File: config.mk
export PLATFORM = sky130hd
export DESIGN_NAME = irq_request_latch
export DESIGN_NICKNAME = d
export VERILOG_FILES = /design/src/rtl/irq_pkg.sv /design/src/rtl/irq_prio_enc8.sv /design/src/rtl/irq_request_latch.sv
export SDC_FILE = /design/constraint.sdc
export NUM_CORES = 1
export LEC_CHECK = 0
export BUFFER_PORTS_ARGS = -buffer_cell sky130_fd_sc_hd__buf_2
export CAP_MARGIN = 20
export CELL_PAD_IN_SITES_DETAIL_PLACEMENT = 1
export CELL_PAD_IN_SITES_GLOBAL_PLACEMENT = 2
export CORE_MARGIN = 2
export CORE_UTILIZATION = 38
export CTS_BUF_LIST = sky130_fd_sc_hd__clkbuf_2
export DETAILED_ROUTE_END_ITERATION = 7
export PLACE_DENSITY = 0.83
export SETUP_SLACK_MARGIN = 0.4
export SLEW_MARGIN = 20
export SYNTH_ARGS = -nofsm -noshare
export SYNTH_HDL_FRONTEND = slang
export SYNTH_HIERARCHICAL = 1
export SYNTH_SLANG_ARGS = --single-unit
File: constraint.sdc
create_clock -name clk -period 2.4 [get_ports clk]
set_clock_uncertainty 0.05 [all_clocks]
set_input_delay 0 -clock clk [delete_from_list [all_inputs] [get_ports clk]]
set_output_delay 0 -clock clk [all_outputs]
set_load 0.03 [all_outputs]
File: src/rtl/irq_pkg.sv
// Shared definitions for the interrupt request latch and its priority encoder.
package irq_pkg;

  localparam int N_SRC = 8;
  localparam int ID_W  = 3;

  typedef enum logic {
    IDLE = 1'b0,
    WAIT = 1'b1
  } state_t;

  // One-hot mask selecting the pending bit that belongs to a source ID.
  function automatic logic [N_SRC-1:0] id_onehot(input logic [ID_W-1:0] id);
    id_onehot     = '0;
    id_onehot[id] = 1'b1;
  endfunction

endpackage

File: src/rtl/irq_prio_enc8.sv
// Combinational 8-to-3 priority encoder: the highest set index wins.
module irq_prio_enc8
  import irq_pkg::*;
(
  input  logic [N_SRC-1:0] req,
  output logic [ID_W-1:0]  id,
  output logic             found
);

  // Ascending scan so the last (highest) set bit overwrites lower ones.
  always_comb begin
    id    = '0;
    found = 1'b0;
    for (int i = 0; i < N_SRC; i++) begin
      if (req[i]) begin
        id    = ID_W'(i);
        found = 1'b1;
      end
    end
  end

endmodule

File: src/rtl/irq_request_latch.sv
// Edge-captures 8 request lines into pending bits, arbitrates the highest
// unmasked one and presents its ID on a valid/ack handshake.
module irq_request_latch
  import irq_pkg::*;
#(
  parameter int N_SRC   = irq_pkg::N_SRC,
  parameter int ID_W    = irq_pkg::ID_W,
  parameter int SYNC_EN = 1
) (
  input  logic             clk,
  input  logic             rst,
  input  logic [N_SRC-1:0] src_in,
  input  logic [N_SRC-1:0] mask,
  input  logic             irq_ack,
  input  logic             ovr_clr,
  output logic             irq_valid,
  output logic [ID_W-1:0]  irq_id,
  output logic [N_SRC-1:0] pending,
  output logic [N_SRC-1:0] overrun
);

  logic [N_SRC-1:0] samp;
  logic [N_SRC-1:0] prev_p2;
  logic [N_SRC-1:0] rise;
  logic [N_SRC-1:0] ack_clr;
  logic [N_SRC-1:0] ovr_evt;
  logic [N_SRC-1:0] pending_n;
  logic [N_SRC-1:0] overrun_n;
  logic [N_SRC-1:0] eligible;
  logic [ID_W-1:0]  enc_id;
  logic [ID_W-1:0]  id_n;
  logic             enc_found;
  state_t           state;
  state_t           state_n;

  // ---- stage p0/p1: optional synchronizer ----
  generate
    if (SYNC_EN != 0) begin : g_sync
      logic [N_SRC-1:0] src_p0;
      logic [N_SRC-1:0] src_p1;

      // Two-flop synchronizer for the raw asynchronous request lines.
      always_ff @(posedge clk or posedge rst) begin
        if (rst) begin
          src_p0 <= '0;
          src_p1 <= '0;
        end else begin
          src_p0 <= src_in;
          src_p1 <= src_p0;
        end
      end

      assign samp = src_p1;
    end else begin : g_nosync
      assign samp = src_in;
    end
  endgenerate

  // ---- stage p2: edge detect and pending/overrun update ----
  // Previous sample resets to 0, so a line already high at reset release
  // is seen as a fresh edge.
  always_ff @(posedge clk or posedge rst) begin
    if (rst) prev_p2 <= '0;
    else     prev_p2 <= samp;
  end

  assign rise      = samp & ~prev_p2;
  assign ack_clr   = (state == WAIT && irq_ack) ? id_onehot(irq_id) : '0;
  // A bit being cleared by ack this cycle frees its slot: no overrun.
  assign ovr_evt   = rise & pending & ~ack_clr;
  // Set beats clear when both hit the same bit.
  assign pending_n = rise | (pending & ~ack_clr);
  // New overrun events survive a simultaneous ovr_clr.
  assign overrun_n = ovr_evt | (ovr_clr ? '0 : overrun);
  assign eligible  = pending & ~mask;

  // Pending and sticky overrun registers.
  always_ff @(posedge clk or posedge rst) begin
    if (rst) begin
      pending <= '0;
      overrun <= '0;
    end else begin
      pending <= pending_n;
      overrun <= overrun_n;
    end
  end

  irq_prio_enc8 u_enc (
    .req   (eligible),
    .id    (enc_id),
    .found (enc_found)
  );

  // ---- handshake FSM ----
  // State and the held grant ID.
  always_ff @(posedge clk or posedge rst) begin
    if (rst) begin
      state  <= IDLE;
      irq_id <= '0;
    end else begin
      state  <= state_n;
      irq_id <= id_n;
    end
  end

  // Grant only from IDLE; in WAIT the ID is frozen until acknowledged.
  always_comb begin
    state_n = state;
    id_n    = irq_id;
    case (state)
      IDLE: begin
        if (enc_found) begin
          state_n = WAIT;
          id_n    = enc_id;
        end
      end
      WAIT: begin
        if (irq_ack) state_n = IDLE;
      end
      default: state_n = IDLE;
    endcase
  end

  assign irq_valid = (state == WAIT);

endmodule

==> flow_summary_export.csv <==
group,metric,value,unit
placement,dp_hpwl,2418,um
pwr,p_clk_frac,0.151,
sta,period_share,0.6803,
die,core,4000,um^2
sta,worst_slew_pin_slew,0.5804,ns
logic_synthesis,synth_top_family_by_area,"simple AND/OR/NAND/NOR gates",
sta,whs,0.03394,ns
sta,setup_viol,0,
pwr,seq_power_share,0.517,
pwr,power,1.882,mW
worst_setup_path,path_cells,"nor2b_1 -> nor2_1 -> nand4_1 -> nor2b_2 -> mux2_2",
final_layout,fin_nets,203,
clocking,path_clk_slew,0.21,ns
clocking,clock-sinks,44,
die,die_w,68.34,um
routing,wl_per_cell,14.34,um
logic_synthesis,synthXorXnorAreaFrac,0,
placement,numPortBuffers,39,
clocking,cts_max_path_buffers,2,
worst_setup_path,crit_required,2.64,ns
routing,drt_wl_total,3341,um
logic_synthesis,synth-compound-area-share,0.1010,
sta,tns,0,ns
final_layout,area_growth,26.09,%
sta,hold_viol_final,0,
logic_synthesis,seq_area_frac_synth,0.7001,
logic_synthesis,synth_nets,145,
placement,dp.cells,215,
logic_synthesis,synth_ff_type,"dfrtp_1",
pwr,ir_drop,0.3719,mV
worst_setup_path,slowest_delay,0.43,ns
final_layout,fin_cells,233,
final_layout,finalCoreUtilization,0.4958,
routing,ant_nets,0,
final_layout,final.fill_count,442,
worst_setup_path,end_kind,"register",
logic_synthesis,yosysUniqueCellTypes,21,
routing,via_per_inst,4.815,
sta,relSlewSlack,0.6125,
clocking,clock_latency,0.39,ns
global_routing,grt_pass1_wl,5285,um
routing,drtIter0Drc,30,
die,die_area,4670,um^2
clocking,cts.repair.resized,0,
global_routing,antenna_found_initial,0,
worst_setup_path,crit_type,"reg2reg",
placement,dpl_cell_area,1838,um^2
global_routing,grt_pass1_vias,1179,
pwr,pwr-share-comb,0.332,
logic_synthesis,ys_warn_count,6,
die,io_pins,40,
sta,slew_viol_final,0,
worst_setup_path,cp-start-kind,"register",
pwr,internal_power,1.138,mW
pwr,p_leak,0.8951,nW
logic_synthesis,ys_ff_latch,44,
global_routing,grt_usage,0.1615,
pwr,pwr_density_cell,948.8,nW/um^2
global_routing,grt_max_degree,30,
clocking,cts_tree,"done",
min_path,hold_class,"in2reg",
die,rows,23,
routing,drc,0,
logic_synthesis,synth_edf_count,0,
clocking,root_buffer,"clkbuf_2",
sta,finalCriticalPeriod,1.633,ns
logic_synthesis,yosys.area_share.simple,0.1488,
clocking,htreeDepth,2,
die,start_util,0.3932,
logic_synthesis,syn_inst,125,
placement,gp_congestion,0.7326,
global_routing,grt.overflow.total,0,
job,maxCapViolations,0,
logic_synthesis,synth_fa_ha_area_frac,0,
logic_synthesis,synth.avg_cell_area,12.58,um^2
routing,dr.pass1.iters,4,
die,die_h,68.34,um
status,outcome,"completed",
placement,post-place-ws,0.7894,ns
pwr,p_switching,0.7437,mW
sta,fmax,0.6125,GHz
routing,vias,1122,
pwr,swShare,0.3952,
final_layout,fin_area,1983,um^2
clocking,cts_setup_buffers,0,
logic_synthesis,synth.area.mux_share,0.02148,
final_layout,final_layout_size_suffix_gt1_frac,0.2951,
worst_setup_path,worst_path_max_delay_cell,"dfrtp_1",
final_layout,n_antenna_cell,0,
worst_setup_path,path_max_fanout,4,
worst_setup_path,critPathArrivalTime,1.88,ns
sta,worst_slack,0.7673,ns
sta,rsz0062_at_grt,"false",
logic_synthesis,asyncSetResetFlopFracSynth,1.000,
clocking,cts_buffers,5,
logic_synthesis,netlist_area,1573,um^2
clocking,ctsHoldBuffers,11,
[critical path: cells and delay by family (launching register included)]
kind             cells  cell delay (ns)
and+or+nand+nor      4             0.70
DFF                  1             0.43
muxes                1             0.37
[power groups by stage]
stage                     logic [mW]  registers (mW)  clock network [mW]
after floorplan                0.232            1.16                   0
after global placement         0.596           0.980                   0
after detailed placement       0.616           0.991                   0
after CTS                      0.632           0.975               0.300
after global routing           0.678           0.994               0.332
final                          0.625           0.973               0.284
[cells in the final DEF (no fill, tap or decap), types with 3 or more instances in the layout]
cell,synthesis,final
buf_2,0,39
clkbuf_2,0,6
dfrtp_1,44,44
dlygate4sd3_1,0,11
inv_1,11,10
mux2_2,3,3
nand2_1,3,3
nand2b_1,8,8
nor2_1,8,8
nor2b_1,15,15
o211ai_1,5,5
o21ai_0,6,6
o21ai_1,7,7
[cell usage after synthesis (all sizes together), types with 2 or more instances]
library cell  number  area, um^2
o31ai              2       15.01
o211ai             5       37.54
dfrtp             44        1101
o21ai             13       65.06
inv               11       41.29
nand2              3       11.26
nor2               8       30.03
o311ai             2       17.52
a21oi              2       10.01
nand2b             8       50.05
mux2               3       33.78
nor4               2       12.51
nor2b             16       102.6
[cell type report]
| cell class | count | area [um^2] | share of cell area |
|---|---|---|---|
| inverter | 12 | 45.04 | 0.02271 |
| tap | 50 | 62.56 | 0.03155 |
| clock buffer | 6 | 30.03 | 0.01514 |
| clock inverter | 1 | 5.005 | 0.002524 |
| multi-input combinational | 69 | 426.7 | 0.2151 |
| timing repair buffer | 51 | 312.8 | 0.1577 |
| sequential | 44 | 1101 | 0.5552 |
[layer usage]
layer	routed length (um)	vias to the layer above	track usage	part of all wire
li1	-	528	-	-
met3	117	6	0.04441	0.035
met2	1825	21	0.2925	0.55
met4	48	0	0.06750	0.014
met1	1349	567	0.1764	0.40
met5	0	-	0	0
[flip-flops by register name, indices dropped and copies added (netlist names)]
signal,cells
irq_id,3
prev_p2,8
g_sync.src_p1,8
g_sync.src_p0,8
irq_valid,1
pending,8
overrun,8
[worst paths after layout]
kind	from	to	slack, ns	depth (start not counted)
min in group asynchronous	rst	pending[1]$_DFF_PP0_	0.14	3
min reg2reg	g_sync.src_p0[6]$_DFF_PP0_	g_sync.src_p1[6]$_DFF_PP0_	0.32	0
max reg2reg	pending[4]$_DFF_PP0_	irq_id[2]$_DFFE_PP0P_	0.77	5
max in group asynchronous	rst	g_sync.src_p0[5]$_DFF_PP0_	1.52	4
min	mask[6]	irq_id[0]$_DFFE_PP0P_	0.03	6
max	pending[4]$_DFF_PP0_	irq_id[2]$_DFFE_PP0P_	0.77	5
[cell families after synthesis]
| kind of cell | count (synthesis) |
|---|---|
| AOI/OAI and AO/OA | 26 |
| buffers and inverters | 12 |
| and+or+nand+nor | 40 |
| DFF | 44 |
| muxes | 3 |
Note: power is estimated with default switching activity, not from simulation.
